==> src/rtl/load_store_unit_if.sv <==
// Memory-side bus of the load/store unit: one request/ready handshake carrying a
// word address, byte enables and lane-replicated write data.
interface load_store_unit_if;
  logic        mem_req_o;
  logic        mem_we_o;
  logic [31:0] mem_addr_o;
  logic [31:0] mem_wdata_o;
  logic [3:0]  mem_be_o;
  logic        mem_ready_i;
  logic [31:0] mem_rdata_i;

  modport master (
    output mem_req_o, mem_we_o, mem_addr_o, mem_wdata_o, mem_be_o,
    input  mem_ready_i, mem_rdata_i
  );

  modport slave (
    input  mem_req_o, mem_we_o, mem_addr_o, mem_wdata_o, mem_be_o,
    output mem_ready_i, mem_rdata_i
  );
endinterface

==> src/rtl/load_store_unit.sv <==
// Load/store unit: turns one core access into a single bus transaction, with
// alignment checking, byte-lane steering, load extension and a bus timeout.
module load_store_unit #(
  parameter int TIMEOUT_CYCLES = 255
) (
  input  logic              clk_i,
  input  logic              rst_i,
  input  logic              req_i,
  input  logic              we_i,
  input  logic [2:0]        funct3_i,
  input  logic [31:0]       addr_i,
  input  logic [31:0]       wdata_i,
  output logic              busy_o,
  output logic              done_o,
  output logic [31:0]       rdata_o,
  output logic              misalign_o,
  output logic              timeout_o,
  load_store_unit_if.master mem
);

  typedef enum logic [1:0] {IDLE, BUS, DONE, ERR} state_t;

  // Counter value at which the next unanswered cycle would reach the limit.
  localparam logic [7:0] TIMEOUT_LAST = 8'(TIMEOUT_CYCLES - 1);

  state_t      state_reg, state_next;
  logic        we_reg;
  logic [2:0]  funct3_reg;
  logic [31:0] addr_reg;
  logic [31:0] wdata_reg;
  logic [31:0] rdata_reg;
  logic [7:0]  wait_cnt_reg;
  logic        timeout_reg;

  logic        req_bad;
  logic [3:0]  be;
  logic [31:0] wdata_rep;
  logic [31:0] load_val;
  logic [7:0]  lane_b;
  logic [15:0] lane_h;
  logic [7:0]  rd_byte [4];

  always_comb begin
    req_bad = 1'b0;
    case (funct3_i)
      3'b000, 3'b100: req_bad = 1'b0;
      3'b001, 3'b101: req_bad = addr_i[0];
      3'b010:         req_bad = |addr_i[1:0];
      default:        req_bad = 1'b1;
    endcase
    // Stores have no unsigned variants.
    if (we_i && funct3_i[2]) req_bad = 1'b1;
  end

  always_comb begin
    state_next = state_reg;
    case (state_reg)
      IDLE: if (req_i) state_next = req_bad ? ERR : BUS;
      BUS: begin
        if (mem.mem_ready_i)                  state_next = DONE;
        else if (wait_cnt_reg == TIMEOUT_LAST) state_next = ERR;
      end
      DONE:    state_next = IDLE;
      ERR:     state_next = IDLE;
      default: state_next = IDLE;
    endcase
  end

  always_ff @(posedge clk_i) begin
    if (rst_i) begin
      state_reg    <= IDLE;
      we_reg       <= 1'b0;
      funct3_reg   <= 3'b000;
      addr_reg     <= 32'h0;
      wdata_reg    <= 32'h0;
      rdata_reg    <= 32'h0;
      wait_cnt_reg <= 8'h0;
      timeout_reg  <= 1'b0;
    end else begin
      state_reg <= state_next;
      if (state_reg == IDLE && req_i) begin
        we_reg       <= we_i;
        funct3_reg   <= funct3_i;
        addr_reg     <= addr_i;
        wdata_reg    <= wdata_i;
        wait_cnt_reg <= 8'h0;
        timeout_reg  <= 1'b0;
      end
      if (state_reg == BUS) begin
        if (!mem.mem_ready_i) wait_cnt_reg <= wait_cnt_reg + 8'h1;
        if (mem.mem_ready_i && !we_reg) rdata_reg <= load_val;
        timeout_reg <= !mem.mem_ready_i && (wait_cnt_reg == TIMEOUT_LAST);
      end
    end
  end

  for (genvar gi = 0; gi < 4; gi++) begin : g_lane
    localparam logic [1:0] LANE = 2'(gi);
    assign rd_byte[gi] = mem.mem_rdata_i[8*gi +: 8];
    assign be[gi] = (funct3_reg[1:0] == 2'b10) ||
                    (funct3_reg[1:0] == 2'b01 && addr_reg[1] == LANE[1]) ||
                    (funct3_reg[1:0] == 2'b00 && addr_reg[1:0] == LANE);
  end

  always_comb begin
    lane_b = rd_byte[addr_reg[1:0]];
    lane_h = addr_reg[1] ? mem.mem_rdata_i[31:16] : mem.mem_rdata_i[15:0];
    case (funct3_reg[1:0])
      2'b00:   load_val = {{24{lane_b[7] & ~funct3_reg[2]}}, lane_b};
      2'b01:   load_val = {{16{lane_h[15] & ~funct3_reg[2]}}, lane_h};
      default: load_val = mem.mem_rdata_i;
    endcase
  end

  always_comb begin
    case (funct3_reg[1:0])
      2'b00:   wdata_rep = {4{wdata_reg[7:0]}};
      2'b01:   wdata_rep = {2{wdata_reg[15:0]}};
      default: wdata_rep = wdata_reg;
    endcase
  end

  // Bus outputs are forced to zero outside BUS so the memory side sees a clean idle bus.
  assign mem.mem_req_o   = (state_reg == BUS);
  assign mem.mem_we_o    = (state_reg == BUS) && we_reg;
  assign mem.mem_addr_o  = (state_reg == BUS) ? {addr_reg[31:2], 2'b00} : 32'h0;
  assign mem.mem_be_o    = (state_reg == BUS) ? be : 4'h0;
  assign mem.mem_wdata_o = (state_reg == BUS && we_reg) ? wdata_rep : 32'h0;

  assign busy_o     = (state_reg == BUS) || (state_reg == IDLE && req_i);
  assign done_o     = (state_reg == DONE);
  assign misalign_o = (state_reg == ERR) && !timeout_reg;
  assign timeout_o  = (state_reg == ERR) && timeout_reg;
  assign rdata_o    = rdata_reg;

endmodule

==> src/flat_wrapper.sv <==
// flat-port wrapper written by rule: the top's interface ports become plain ports
module load_store_unit_flat 
#(
  parameter int TIMEOUT_CYCLES = 255
)
  (clk_i, rst_i, req_i, we_i, funct3_i, addr_i, wdata_i, busy_o, done_o, rdata_o, misalign_o, timeout_o, mem_mem_req_o, mem_mem_we_o, mem_mem_addr_o, mem_mem_wdata_o, mem_mem_be_o, mem_mem_ready_i, mem_mem_rdata_i);
  load_store_unit_if mem_i ();
  input  logic clk_i;
  input  logic rst_i;
  input  logic req_i;
  input  logic we_i;
  input  logic [2:0] funct3_i;
  input  logic [31:0] addr_i;
  input  logic [31:0] wdata_i;
  output logic busy_o;
  output logic done_o;
  output logic [31:0] rdata_o;
  output logic misalign_o;
  output logic timeout_o;
  output wire logic [$bits(mem_i.mem_req_o)-1:0] mem_mem_req_o;
  output wire logic [$bits(mem_i.mem_we_o)-1:0] mem_mem_we_o;
  output wire logic [$bits(mem_i.mem_addr_o)-1:0] mem_mem_addr_o;
  output wire logic [$bits(mem_i.mem_wdata_o)-1:0] mem_mem_wdata_o;
  output wire logic [$bits(mem_i.mem_be_o)-1:0] mem_mem_be_o;
  input wire logic [$bits(mem_i.mem_ready_i)-1:0] mem_mem_ready_i;
  input wire logic [$bits(mem_i.mem_rdata_i)-1:0] mem_mem_rdata_i;
  assign mem_mem_req_o = mem_i.mem_req_o;
  assign mem_mem_we_o = mem_i.mem_we_o;
  assign mem_mem_addr_o = mem_i.mem_addr_o;
  assign mem_mem_wdata_o = mem_i.mem_wdata_o;
  assign mem_mem_be_o = mem_i.mem_be_o;
  assign mem_i.mem_ready_i = mem_mem_ready_i;
  assign mem_i.mem_rdata_i = mem_mem_rdata_i;
  load_store_unit #(.TIMEOUT_CYCLES(TIMEOUT_CYCLES)) u_core (.clk_i(clk_i), .rst_i(rst_i), .req_i(req_i), .we_i(we_i), .funct3_i(funct3_i), .addr_i(addr_i), .wdata_i(wdata_i), .busy_o(busy_o), .done_o(done_o), .rdata_o(rdata_o), .misalign_o(misalign_o), .timeout_o(timeout_o), .mem(mem_i));
endmodule
==> config.mk <==
export PLATFORM = sky130hd
export DESIGN_NAME = load_store_unit_flat
export DESIGN_NICKNAME = d
export VERILOG_FILES = /design/src/rtl/load_store_unit_if.sv /design/src/rtl/load_store_unit.sv /design/src/flat_wrapper.sv
export SDC_FILE = /design/constraint.sdc
export NUM_CORES = 1
export LEC_CHECK = 0
export ABC_AREA = 0
export BUFFER_PORTS_ARGS = -buffer_cell sky130_fd_sc_hd__clkbuf_2
export CORE_MARGIN = 4
export CORE_UTILIZATION = 30
export CTS_CLUSTER_DIAMETER = 80
export DETAILED_ROUTE_END_ITERATION = 10
export HOLD_SLACK_MARGIN = 0.06
export PLACE_DENSITY_LB_ADDON = 0.3
export SYNTH_ARGS = -nofsm -noshare
export SYNTH_HDL_FRONTEND = slang
export SYNTH_SLANG_ARGS = --single-unit
==> constraint.sdc <==
create_clock -name clk_i -period 3.6 [get_ports clk_i]
set_input_delay 0.72 -clock clk_i [delete_from_list [all_inputs] [get_ports clk_i]]
set_output_delay 0.72 -clock clk_i [all_outputs]
set_load 0.03 [all_outputs]
==> results of run 1 <==
routing by layer:
| metal | vias up | global-route usage | part of all wire |
|---|---|---|---|
| met3 | 23 | 0.0481 | 0.086 |
| met4 | 2 | 0.0535 | 0.017 |
| li1 | 2703 | - | - |
| met1 | 2427 | 0.223 | 0.44 |
| met5 | - | 0 | 0.0012 |
| met2 | 204 | 0.276 | 0.45 |
layout make-up:
cell class,count,area (µm²)
timing repair buffer,218,1130
tap,225,282
multi-input combinational,523,2800
sequential,111,2220
fill,1825,10400
clock buffer,9,225
clock inverter,7,119
inverter,5,18.8
critical path, delay by kind of cell, from the launching register on:
family,cells,cell delay (ps)
AO/OA/AOI/OAI,2,460
AND/OR/NAND/NOR,1,880
buffers and inverters,1,240
flip-flops,1,510
power breakdown:
part / internal [mW] / switching, mW
logic: 0.188 / 0.341
registers: 1.30 / 0.0708
clock network: 0.682 / 0.485
total: 2.17 / 0.897
Yosys cell counts (all sizes together), types with 4 or more instances:
cell type    n
a211oi      25
mux2         8
nand2b       5
a32oi        8
inv          4
and3        10
buf         14
a22o         7
a221o        7
nor4         5
mux2i       19
a21oi       96
dfxtp      111
and2        30
nor2        77
nand2      178
clkbuf      47
a22oi        7
final timing paths:
check / to / cells after the start / slack [ps] / from
setup / recovery: mem_mem_be_o[3] / 4 / 430 / u_core.funct3_reg[1]$_SDFFE_PP0P_
hold / removal: u_core.addr_reg[11]$_SDFFE_PP0P_ / 2 / 450 / u_core.addr_reg[11]$_SDFFE_PP0P_
setup reg to reg: u_core.rdata_o[13]$_SDFFE_PP0P_ / 6 / 1110 / u_core.state_reg[0]$_SDFFE_PP0P_
hold reg to reg: u_core.addr_reg[11]$_SDFFE_PP0P_ / 2 / 450 / u_core.addr_reg[11]$_SDFFE_PP0P_
kinds of logic (layout without fill, tap and decap cells):
group,Yosys count,count (layout),share of synthesized area
muxes,27,27,0.0532
buffers and inverters,66,239,0.0518
other,1,2,0.000712
DFF,111,111,0.422
AOI/OAI and AO/OA,161,161,0.190
adders and majority gates,2,2,0.00475
and+or+nand+nor,331,331,0.278
through the flow:
stage               area (µm²)  utilization
floorplan                 5270            -
global placement          6460        0.375
detailed placement        6460        0.375
CTS                       6800        0.395
global route              6800        0.395
finish                    6800        0.395
==> results summary, run 1 <==
The commonest non-fill, non-tap cell in the layout is sky130_fd_sc_hd__clkbuf_2. After routing, the total negative slack on setup checks comes to 0 ps. The number of enable-type register cells in the synthesized netlist is 0. CTS saw 111 sinks. The horizontal extent of the die is 141 µm. The number of global-route vias before repair came out at 5,128. The sequential area share after synthesis is 0.422. OpenSTA, run right after detailed placement, puts the worst setup slack at 806 ps.

The final weighted congestion in routability-driven placement came out at 0.817. The final wirelength came out at 17,300 µm. The critical path is of the reg2out type. Yosys mapped the design onto 49 distinct sky130hd cell types. The maximum net fanout on the critical path came out at 36. The tightest hold margin came out at 449 ps. The initial antenna violation count came out at 1. For the pin with the worst max-slew slack, the measured transition is 1040 ps. The post-synthesis register bit count is 111. The share of synthesized area in the top cell type comes to 0.422. TritonCTS built the clock tree. The via count of the routed design is 5,359.

STA classifies the critical path startpoint as a flop. Global routing finished with a remaining overflow of 0. The share of the clock period used by the worst path is 0.881. The count of final setup violators came out at 0. The effective utilization at floorplan is 0.306. The reported max-cap violation count is 0.

In the final layout, the share of cells above drive strength 1 is 0.285. Sorting the synthesized cells by area gives the leading types as sky130_fd_sc_hd__dfxtp_1, sky130_fd_sc_hd__nand2_1, sky130_fd_sc_hd__a21oi_1. Among all flip-flop cells after synthesis, the most frequent one is sky130_fd_sc_hd__dfxtp_1. Headroom to the max-slew limit came out at 0.304.

The first routing iteration left 255 violations. The I/O pin count came out at 210. The count of yosys warnings during synthesis came out at 0. The global-route wire length before repair came out at 27,300 µm. Clock tree synthesis inserted a total of 9 buffers. Dividing the detail-routed via count by the number of cells gives 4.88. The maximum buffer depth of the clock tree came out at 2. The cell row count came out at 48. The final total power is 3.07 mW. The cell type of the slowest stage on the worst timing path is sky130_fd_sc_hd__nor2b_1. The library cells used most frequently in the layout, excluding fill and tap cells, are sky130_fd_sc_hd__clkbuf_2, sky130_fd_sc_hd__nand2_1, sky130_fd_sc_hd__dfxtp_1. For this run, the detailed router's first-pass iteration total came to 4. The port buffer count came out at 207. The flow ran to the end, and the final reports show no timing, DRC or antenna violations.

The post-synth design cell area is 5270 µm². The maximum number of pins on one net before global-route repair came out at 102. Post-CTS repair changed the size of 0 cells. The critical path data required time is 2880 ps. Setup repair after global routing left no endpoint under its margin. The number of nets in the layout is 974. Clock skew on the completed layout was measured at 6.89 ps. The critical path goes through nor2b_1 -> o21ai_0 -> a21oi_1 -> clkbuf_2. On the worst path, the slowest cell contributes a delay of 880 ps.

The data arrival time of the worst path is 2450 ps. The count of pins over their slew limit is 0. The clock-pin transition on the worst setup and hold timing paths is 80 ps. The growth of design area from synthesis to finish came out at 29.1%.

The fraction of synthesis flops using an asynchronous set or reset pin is 0. The core region is 17,200 µm². Once detail routing completed, the nets flagged for antenna violations numbered 0. The height of the die came out at 141 µm.

The CTS H-tree depth is 3. The non-filler instance count after layout is 1,098. STA classifies the critical path endpoint as a primary output. In the routed design, unresolved DRC markers number 0. The synthesized netlist cell count came out at 699.

The die covers 19,700 µm². Including well taps, the total number of placed cells is 1,082. In this run the power density over the cells is 452 nW/µm².

The least setup slack across all paths after layout came out at 428 ps. The tightest min-delay check is of the reg2reg type. The post-layout minimum cycle time is 3170 ps. Detailed placement ended at an HPWL of 12,300 µm.

The global-route usage over all layers is 0.171. The maximum vdd ir drop came out at 0.000237 V. The fmax came out at 315 MHz. The hold buffer count at CTS came out at 0. The post-CTS setup buffer count came out at 0. Averaged over all synthesized cells, the footprint is 7.54 µm². The largest area contributor in the netlist is sky130_fd_sc_hd__dfxtp_1.

The final hold violation count is 0. The routed length per instance came out at 15.8 µm. The clock reaches the later pin of the worst-skew pair after 360 ps. The cell leakage power came out at 2.88 nW.

The tree is rooted in a sky130_fd_sc_hd__clkbuf_16. The antenna diode count came out at 0.
No activity file was read; power rests on OpenSTA's default activity.
==> run 2, diff against run 1 <==
Settings changed: CTS_BUF_LIST set to sky130_fd_sc_hd__clkbuf_2 sky130_fd_sc_hd__clkbuf_4 sky130_fd_sc_hd__clkbuf_8.
Clock period 3.6 ns to 2.9 ns, I/O delays scaled along.
==> run 2 against run 1 <==
Total power rose by 9.6%. Sequential power rose by 23%. Clock power fell by 15%. Clock-buffer cell count did not move. Largest cell class unchanged.
==> results summary, run 2 (synthesis gave the netlist of run 1 again) <==
The maximum number of pins on one net before global-route repair came out at 69 (-32%). The count of final setup violators came out at 0 (unchanged). The maximum buffer depth of the clock tree is 2 (unchanged).

The height of the die came out at 141 µm (unchanged). The total iterations of the first detailed-routing run is 5 (+1). The number of buffers added by the clock tree synthesis step came out at 9 (unchanged). The max-slew headroom at the worst pin came to 0.390 (+0.0859). The number of global-route vias before repair is 5,321 (+3.8%).

The post-CTS setup buffer count is 0 (unchanged). The worst setup path is captured at a primary output. The global-route wire length before repair is 27,800 µm (+1.8%). The final wirelength came to 17,500 µm (+0.66%).

The tightest hold margin is 381 ps (-68.3 ps). The number of remaining DRC errors was 0 (unchanged). The maximum vdd ir drop is 0.000289 V (+22%).

The number of clock sinks is 111 (unchanged). The number of design-rule violations left by the first detailed-router iteration came out at 233 (-8.6%). TritonCTS built the clock tree. Setup repair after global routing left no endpoint under its margin. The count of nets left with antenna violations after detail routing came out at 0 (unchanged). The antenna diode count came out at 0 (unchanged). The post-cts resize count came out at 2 (+2). The routed length per instance came out at 15.8 µm (+0.12%).

The fill cell total of the finished layout is 1,879 (+3.0%). The startpoint identified for the worst register-to-register timing path is u_core.state_reg[0]$_SDFFE_PP0P_. The half-perimeter wire length of the detailed placement result is 12,500 µm (+2.3%). The via count of the routed design came out at 5,389 (+0.56%). The share of the clock period used by the worst path came out at 0.901. The full die area is 19,700 µm² (unchanged). The clock latency on the worst-skew pair came out at 390 ps (+30 ps). The fmax came out at 383 MHz. The run finished with clean final reports.

The initial antenna violation count came to 0 (-1). Signal routing reaches up to met4. The cell row count came out at 48 (unchanged). The critical path is of the reg2out type. The final hold violation count came out at 0 (unchanged). The total power divided by cell area was 501 nW/µm² (+11%). The worst setup path is launched from a flop.

The largest stage delay on the critical path came out at 680 ps (-200 ps). The effective utilization at floorplan was 0.306 (unchanged). The via density per instance is 4.88 (about the same).

The port buffer count is 207 (unchanged). The worst hold path begins at addr_i[26]. The setup TNS came out at 0 ps (unchanged). The sum of overflow across all layers after global routing is 0 (unchanged). The count of pins over their slew limit came to 0 (unchanged). In the layout the commonest cells are sky130_fd_sc_hd__clkbuf_2, sky130_fd_sc_hd__nand2_1, sky130_fd_sc_hd__dfxtp_1. Leaving out fill and tap cells, the most frequent cell in the layout is sky130_fd_sc_hd__clkbuf_2. The final standard cell utilization of the core came out at 0.390 (-0.00465). The length of routed met3 wiring is 1510 µm (+0.53%). The transition time at the pin with the least slew margin was 913 ps (-129 ps). The routed length on met2 came out at 7980 µm (+1.8%). The gate family responsible for the most delay along the worst path is flip-flops. The CTS H-tree depth came out at 3 (unchanged). The reported max-cap violation count is 0 (unchanged).

The number of nets in the layout was 980 (+0.62%). The data arrival time of the worst path is 2030 ps (-420 ps). The final weighted congestion in routability-driven placement came out at 0.789 (-3.3%). The final clock skew was 9.41 ps (+2.51 ps). CTS placed an instance of sky130_fd_sc_hd__clkbuf_8 at the clock tree root. The maximum net fanout on the critical path was 24 (-33%). The cell leakage power came out at 2.85 nW (-0.81%). The clock-pin transition on the worst setup and hold timing paths is 130 ps (+50 ps). The met1 routed wirelength after detailed routing is 7780 µm (+0.87%). In this run the worst setup path begins at u_core.funct3_reg[1]$_SDFFE_PP0P_.

The critical path data required time is 2320 ps (-560 ps). The worst reg-to-reg setup slack is 970 ps (-140 ps). The hold buffer count at CTS came out at 0 (unchanged). The core box area is 17,200 µm² (unchanged). The critical path buffer and inverter count came out at 1 (unchanged).

The smallest clock period supported by the final layout is computed as 2610 ps. The area growth from synthesis to layout is 27.5%. The I/O pin count was 210 (unchanged). The worst hold path belongs to the class in2reg. Walking the worst path, the cells encountered are or2_1 -> nand2_1 -> a21oi_1 -> clkbuf_2. The global-route usage over all layers came out at 0.174 (+0.00244). The horizontal extent of the die came out at 141 µm (unchanged). The slowest stage of the critical path is the sky130_fd_sc_hd__dfxtp_2 cell. The share of cells above drive strength 1 is 0.294 (+0.00829).
[run 2: power by group]
part	switching [mW]	leakage [nW]	internal (mW)	total, mW
clock	0.638	0.105	0.351	0.989
combinational	0.433	1.84	0.241	0.674
sequential	0.0819	0.908	1.62	1.70
total	1.15	2.85	2.21	3.37
[run 2: layout make-up]
type / count / area, µm² / share of cell area
inverter: 5 / 18.8 / 0.00279
clock inverter: 7 / 86.3 / 0.0128
multi-input combinational: 523 / 2800 / 0.417
clock buffer: 9 / 124 / 0.0184
timing repair buffer: 224 / 1180 / 0.176
sequential: 111 / 2230 / 0.331
tap: 225 / 282 / 0.0419
[run 2: path summary, 6_finish.rpt]
kind,to,depth (start not counted)
setup / recovery,mem_mem_wdata_o[11],4
hold / removal,u_core.addr_reg[26]$_SDFFE_PP0P_,3
setup reg to reg,u_core.rdata_o[30]$_SDFFE_PP0P_,7
hold reg to reg,u_core.addr_reg[20]$_SDFFE_PP0P_,2
[run 2: stage by stage]
step / setup WS (ps) / instance area [µm²] / total power, mW / std cells
3_3_place_gp: 481 / 6500 / 2.42 / 1088
2_1_floorplan: 588 / 5270 / 2.16 / 700
6_report: 288 / 6720 / 3.37 / 1104
5_1_grt: 77.0 / 6720 / 3.57 / 1104
4_1_cts: 96.8 / 6720 / 3.43 / 1104
3_5_place_dp: 369 / 6500 / 2.42 / 1088
[run 2: layer usage]
metal | global-route usage | up-vias
li1 | - | 2722
met4 | 0.0382 | 0
met3 | 0.0522 | 15
met2 | 0.293 | 186
met1 | 0.220 | 2466
met5 | 0 | -
[run 2: worst register-to-register path, delay by kind of cell (launching register included)]
family,cells,cell delay [ps]
buf+inv,3,680
compound gates,1,100
simple gates,3,550
flops,1,480
